<file path="src/rtl/bus_timer_pkg.sv">
// Shared register map and reset constants for the memory-mapped 64-bit bus timer.
package bus_timer_pkg;

    localparam logic [2:0] OFF_CTRL        = 3'd0;
    localparam logic [2:0] OFF_PRESCALE    = 3'd1;
    localparam logic [2:0] OFF_MTIME_LO    = 3'd2;
    localparam logic [2:0] OFF_MTIME_HI    = 3'd3;
    localparam logic [2:0] OFF_MTIMECMP_LO = 3'd4;
    localparam logic [2:0] OFF_MTIMECMP_HI = 3'd5;
    localparam logic [2:0] OFF_STATUS      = 3'd6;

    localparam int unsigned CTRL_EN     = 0;
    localparam int unsigned CTRL_IRQ_EN = 1;

    localparam logic [63:0] MTIME_RST    = 64'h0;
    localparam logic [63:0] MTIMECMP_RST = 64'hFFFF_FFFF_FFFF_FFFF;

endpackage

</file>
<file path="src/rtl/bus_timer_prescaler.sv">
// Prescale counter: emits a one-cycle tick every (prescale_i + 1) enabled cycles.
module bus_timer_prescaler #(
    parameter int unsigned PrescaleWidth = 16
) (
    input  logic                     clk_i,
    input  logic                     rst_i,
    input  logic                     en_i,
    input  logic [PrescaleWidth-1:0] prescale_i,
    input  logic                     clr_i,
    output logic                     tick_o
);

    logic [PrescaleWidth-1:0] cnt_q, cnt_d;

    // A clear (PRESCALE rewrite) restarts the period and suppresses that cycle's tick.
    always_comb begin
        tick_o = en_i & ~clr_i & (cnt_q == prescale_i);
        cnt_d  = cnt_q;
        if (clr_i)       cnt_d = '0;
        else if (tick_o) cnt_d = '0;
        else if (en_i)   cnt_d = cnt_q + PrescaleWidth'(1);
    end

    always_ff @(posedge clk_i) begin
        if (rst_i) cnt_q <= '0;
        else       cnt_q <= cnt_d;
    end

endmodule

</file>
<file path="src/rtl/bus_timer_device.sv">
// Bus-attached 64-bit timer: register file, read mux, compare and level interrupt.
// Optional tear-free MTIME_HI reads via shadow register: define BUS_TIMER_HI_SHADOW_EN.
module bus_timer_device
    import bus_timer_pkg::*;
#(
    parameter int unsigned AddressWidth  = 32,
    parameter int unsigned DataWidth     = 32,
    parameter int unsigned PrescaleWidth = 16
) (
    input  logic                    clk_i,
    input  logic                    rst_i,
    input  logic                    device_req_i,
    input  logic [AddressWidth-1:0] device_addr_i,
    input  logic                    device_we_i,
    input  logic [DataWidth-1:0]    device_wdata_i,
    output logic [DataWidth-1:0]    device_rdata_o,
    output logic                    timer_irq_o
);

    if (DataWidth != 32) begin : g_bad_dw
        $error("bus_timer_device: only DataWidth=32 is supported");
    end

    logic [1:0]               ctrl_q, ctrl_d;
    logic [PrescaleWidth-1:0] prescale_q, prescale_d;
    logic [63:0]              mtime_q, mtime_d, mtime_inc;
    logic [63:0]              mtimecmp_q, mtimecmp_d;
    logic [DataWidth-1:0]     rdata_q, rdata_d;
    logic                     irq_q;
    logic [2:0]               off;
    logic                     wr, rd, tick, cmp_hit, presc_clr;
    logic [DataWidth-1:0]     mtime_hi_rd;

    // Base/mask matching is done by the bus; the remaining address bits are don't-care.
    logic unused_addr;
    assign unused_addr = ^{device_addr_i[AddressWidth-1:5], device_addr_i[1:0]};

    assign off       = device_addr_i[4:2];
    assign wr        = device_req_i & device_we_i;
    assign rd        = device_req_i & ~device_we_i;
    assign presc_clr = wr && (off == OFF_PRESCALE);
    assign cmp_hit   = (mtime_q >= mtimecmp_q);
    assign mtime_inc = tick ? mtime_q + 64'd1 : mtime_q;

    bus_timer_prescaler #(.PrescaleWidth(PrescaleWidth)) u_prescaler (
        .clk_i      (clk_i),
        .rst_i      (rst_i),
        .en_i       (ctrl_q[CTRL_EN]),
        .prescale_i (prescale_q),
        .clr_i      (presc_clr),
        .tick_o     (tick)
    );

`ifdef BUS_TIMER_HI_SHADOW_EN
    logic [31:0] hi_shadow_q;

    always_ff @(posedge clk_i) begin
        if (rst_i)                              hi_shadow_q <= '0;
        else if (rd && (off == OFF_MTIME_LO))   hi_shadow_q <= mtime_q[63:32];
    end

    assign mtime_hi_rd = hi_shadow_q;
`else
    assign mtime_hi_rd = mtime_q[63:32];
`endif

    // A half-word write on a tick keeps the other half's incremented value.
    always_comb begin
        ctrl_d     = ctrl_q;
        prescale_d = prescale_q;
        mtime_d    = mtime_inc;
        mtimecmp_d = mtimecmp_q;
        if (wr) begin
            case (off)
                OFF_CTRL:        ctrl_d             = device_wdata_i[1:0];
                OFF_PRESCALE:    prescale_d         = PrescaleWidth'(device_wdata_i);
                OFF_MTIME_LO:    mtime_d[31:0]      = device_wdata_i;
                OFF_MTIME_HI:    mtime_d[63:32]     = device_wdata_i;
                OFF_MTIMECMP_LO: mtimecmp_d[31:0]   = device_wdata_i;
                OFF_MTIMECMP_HI: mtimecmp_d[63:32]  = device_wdata_i;
                default: ;
            endcase
        end
    end

    always_comb begin
        rdata_d = '0;
        if (rd) begin
            case (off)
                OFF_CTRL:        rdata_d = DataWidth'(ctrl_q);
                OFF_PRESCALE:    rdata_d = DataWidth'(prescale_q);
                OFF_MTIME_LO:    rdata_d = mtime_q[31:0];
                OFF_MTIME_HI:    rdata_d = mtime_hi_rd;
                OFF_MTIMECMP_LO: rdata_d = mtimecmp_q[31:0];
                OFF_MTIMECMP_HI: rdata_d = mtimecmp_q[63:32];
                OFF_STATUS:      rdata_d = DataWidth'(cmp_hit);
                default:         rdata_d = '0;
            endcase
        end
    end

    always_ff @(posedge clk_i) begin
        if (rst_i) begin
            ctrl_q     <= '0;
            prescale_q <= '0;
            mtime_q    <= MTIME_RST;
            mtimecmp_q <= MTIMECMP_RST;
            rdata_q    <= '0;
            irq_q      <= 1'b0;
        end else begin
            ctrl_q     <= ctrl_d;
            prescale_q <= prescale_d;
            mtime_q    <= mtime_d;
            mtimecmp_q <= mtimecmp_d;
            rdata_q    <= rdata_d;
            irq_q      <= ctrl_q[CTRL_IRQ_EN] & cmp_hit;
        end
    end

    assign device_rdata_o = rdata_q;
    assign timer_irq_o    = irq_q;

endmodule

</file>
<file path="config.mk">
export PLATFORM = sky130hd
export DESIGN_NAME = bus_timer_device
export DESIGN_NICKNAME = d
export VERILOG_FILES = /design/src/rtl/bus_timer_pkg.sv /design/src/rtl/bus_timer_prescaler.sv /design/src/rtl/bus_timer_device.sv
export SDC_FILE = /design/constraint.sdc
export NUM_CORES = 1
export LEC_CHECK = 0
export BUFFER_PORTS_ARGS = -buffer_cell sky130_fd_sc_hd__buf_4
export CELL_PAD_IN_SITES_DETAIL_PLACEMENT = 0
export CELL_PAD_IN_SITES_GLOBAL_PLACEMENT = 1
export CORE_ASPECT_RATIO = 1.2
export CORE_MARGIN = 4
export CORE_UTILIZATION = 30
export CTS_CLUSTER_DIAMETER = 80
export DETAILED_ROUTE_END_ITERATION = 10
export PLACE_DENSITY = 0.61
export SYNTH_ARGS = -nofsm -noshare
export SYNTH_HDL_FRONTEND = slang
export SYNTH_HIERARCHICAL = 1
export SYNTH_SLANG_ARGS = --single-unit
export TNS_END_PERCENT = 20
</file>
<file path="constraint.sdc">
create_clock -name clk_i -period 4 [get_ports clk_i]
set_input_delay 0.6 -clock clk_i [delete_from_list [all_inputs] [get_ports clk_i]]
set_output_delay 0.6 -clock clk_i [all_outputs]
set_load 0.1 [all_outputs]
</file>
==> results.md <==
- Status: completed
- # placed instances: between 1,500 and 2,000
- DRC viols: 0
- Vias: around 8,800
- Routed Antenna Nets: 0
- Cell area after synthesis: between 10,000 and 15,000 um^2
- FFs w/ async S/R, synth: 0%
- Unrepaired setup endpoints after global routing: no
- Die width: between 150 and 200 um
- Initial DRT Pass Iterations: 7
- Global-route wire length before repair: 49,730 um
- Die Y: 212.8 um
- Number of global-route vias before repair: ~8,600
- Detailed Route WL: about 32,000 um
- Placed cell areas: between 10,000 and 15,000 um^2
- PortBufs: between 70 and 80
- Yosys warnings: 6
- CTS Buf Count: 17
- Reg power frac: between 40% and 50%
- Dominant synthesized flop cell: dfxtp_1
- Fin Clk Skew: ~10 ps
- Total congestion overflow: 0
- Comb power frac: 8.3%
- CTS-repair resized insts: 0
- Static Leakage: ~5 nW
- Max-cap check violation count: 0
- Worst Path Arrival: ~3800 ps
- Crit start category: flip-flop
- Largest net degree at the start of global routing: 70
- Clock latency on the worst-skew pair: around 450 ps
- Clock Path Buffers: 2
- Post-CTS Setup Inserts: 0
- Worst-Margin Slew: 829.1 ps
- Cell count after synthesis: between 1,000 and 1,500
- Area delta synth->final: 16.13%
- Yosys cell types: between 50 and 60
- Post-CTS Hold Buffers: 0
- Hold WC Path Type: input pin to flip-flop
- Row count: 74
- Switching pwr: roughly 0.0011 W
- Clk network pwr share: between 40% and 50%
- CTS sink count: 195
- Worst vdd ir: around 270 uV
- P_int: slightly above 0.003 W
- CP Data Required Time: 4370 ps
- Via density: 5.046
- Crit path time final: 3410 ps
- Hold Fails Final Rpt: 0
- Final Cell Area: 12,180 um^2
- Depth of the CTS H-tree: 4
- Setup violators final: 0
- Total GRT Usage: between 10% and 20%
- I/O Pins: roughly 100
- DIE AREA: 38,020 um^2
- Register area share after synthesis: between 30% and 40%
- Clock Tree Root: clkbuf_16
- Crit path max fanout: 6
- Nets: about 1,400
- Switch share: a little over a quarter
- EDFF count, synth: 0
- Finished Layout Cells: 1,749
- CTS tree: done
- Seq cells post-synth: 195
- Detailed router's first-iteration violation count: ~520
- Slew Viols, Final: 0
- Rel. slew slack: 44.73%
- Design Power: ~0.0042 W
- WS Path Type: flip-flop to flip-flop
- Mapped Avg Cell Area: around 8.5 um^2
- Core Region: approximately 34,000 um^2
- Routed length per instance: between 15 and 20 um
- PwrDens: around 340 nW/um^2
- Syn Nets: 1,369
- Hpwl dp: around 23,000 um
- TNS Setup: 0 ps
- Initial antenna violation count: 0
- Clock-pin slew on the worst setup and hold paths: roughly 80 ps
- F_max: 293.2 MHz
- Layout cells sized above 1: a little over an eighth
- Ant. Diodes: 0
- RePlAce Congestion: 0.8012
- Fin crit share: between 80 and 90%
- Crit path capture type: flip-flop
- Initial Util: 30.61%
layout make-up:
type	count	area (um^2)
clock buffers	19	452.9
clock inverters	13	162.7
fillers	3628	22080
inverters	85	319.1
multi-input cells	882	6001
flip-flops and latches	195	3904
well taps	456	570.5
repair buffers	99	768.2
cell usage in the layout (no fill, tap or decap), types with 15 or more instances in the layout:
cell type and n:
a211oi_1 63, nor3_2 15, ha_1 66, a21oi_1 73
dfxtp_1 195, xor2_1 41, a22oi_1 41, nand2_1 91
clkbuf_16 17, inv_1 83, buf_4 97, a211o_1 64
xnor2_1 50, mux2i_1 18, o21ai_0 28, nand4_1 22
nor2_1 181, nand3_1 30
critical path, cell delays in order (launching register included):
cell and delay [ps]:
dfxtp_1 370, xor2_1 200, nor4_1 390, nand4b_1 240, nor3_1 240, buf_4 180
nand3_1 100, nor2_1 300, and4_1 420, nor2b_1 330, nand4_1 160, xor2_1 170
a211oi_1 220
stage by stage:
step | hold slack, ps | worst slack (ps) | utilization [%]
final | 387.0 | 589.7 | 35.55
after CTS | 362.1 | 524.2 | 35.55
after floorplan | 457.6 | 192.3 | -
after global placement | 484.5 | 269.6 | 33.75
after global routing | 369.5 | 362.3 | 35.55
after detailed placement | 489.3 | 207.6 | 33.75
path summary, 6_finish.rpt:
check	from	to	slack, ps	depth (start not counted)
hold / removal	device_wdata_i[29]	mtimecmp_q[61]$_SDFFE_PP1P_	390	2
hold reg to reg	prescale_q[7]$_SDFFE_PP0P_	prescale_q[7]$_SDFFE_PP0P_	500	2
setup reg to reg	u_prescaler/cnt_q[2]$_SDFFE_PP0P_	mtime_q[17]$_SDFF_PP0_	590	12
setup / recovery	u_prescaler/cnt_q[2]$_SDFFE_PP0P_	mtime_q[17]$_SDFF_PP0_	590	12
Yosys cell counts (4+ instances only):
cell | instances | share of area (%)
dfxtp_1 | 195 | 37
nor2_1 | 181 | 6.5
nand2_1 | 91 | 3.3
inv_1 | 83 | 3.0
a21oi_1 | 73 | 3.5
ha_1 | 66 | 7.9
a211o_1 | 64 | 5.3
a211oi_1 | 63 | 4.5
clkbuf_1 | 59 | 2.1
xnor2_1 | 50 | 4.2
a22oi_1 | 41 | 2.9
xor2_1 | 41 | 3.4
nand3_1 | 32 | 1.5
o21ai_0 | 28 | 1.3
nand4_1 | 22 | 1.3
mux2i_1 | 18 | 1.7
nor3_1 | 16 | 0.76
nor3_2 | 13 | 1.2
and3_1 | 9 | 0.54
and4_1 | 9 | 0.75
nor4_2 | 9 | 1.1
a222oi_1 | 8 | 0.76
buf_1 | 6 | 0.21
nor4_1 | 6 | 0.36
buf_2 | 5 | 0.24
nand2b_1 | 4 | 0.24
or3_1 | 4 | 0.24
power groups by stage:
stage	logic, W	registers, W	clock network [W]
floorplan	0.000175	0.00209	0
global placement	0.000350	0.00206	0
detailed placement	0.000351	0.00206	0
CTS	0.000352	0.00201	0.00190
global route	0.000379	0.00202	0.00196
finish	0.000348	0.00201	0.00184
state kept, by name (all words and copies together) (netlist names):
name               count
timer_irq_o            1
prescale_q            16
u_prescaler/cnt_q     16
ctrl_q                 2
device_rdata_o        32
mtimecmp_q            64
mtime_q               64
cells by family after synthesis:
group / share of synthesized area, %
AND/OR/NAND/NOR: 19.77
AO/OA/AOI/OAI: 19.48
flip-flops: 37.23
buffers and inverters: 5.894
XOR/XNOR: 7.600
adder cells (fa/ha/maj): 7.875
multiplexers: 2.148
layer usage:
metal / wire, um / global-route usage [%] / up-vias
li1: - / - / 4457
met1: 14390 / 21.44 / 4186
met2: 15700 / 28.90 / 140
met5: 0 / 0 / -
met4: 735 / 5.613 / 0
met3: 888 / 2.869 / 42
Power figures use the tool's default switching activity.
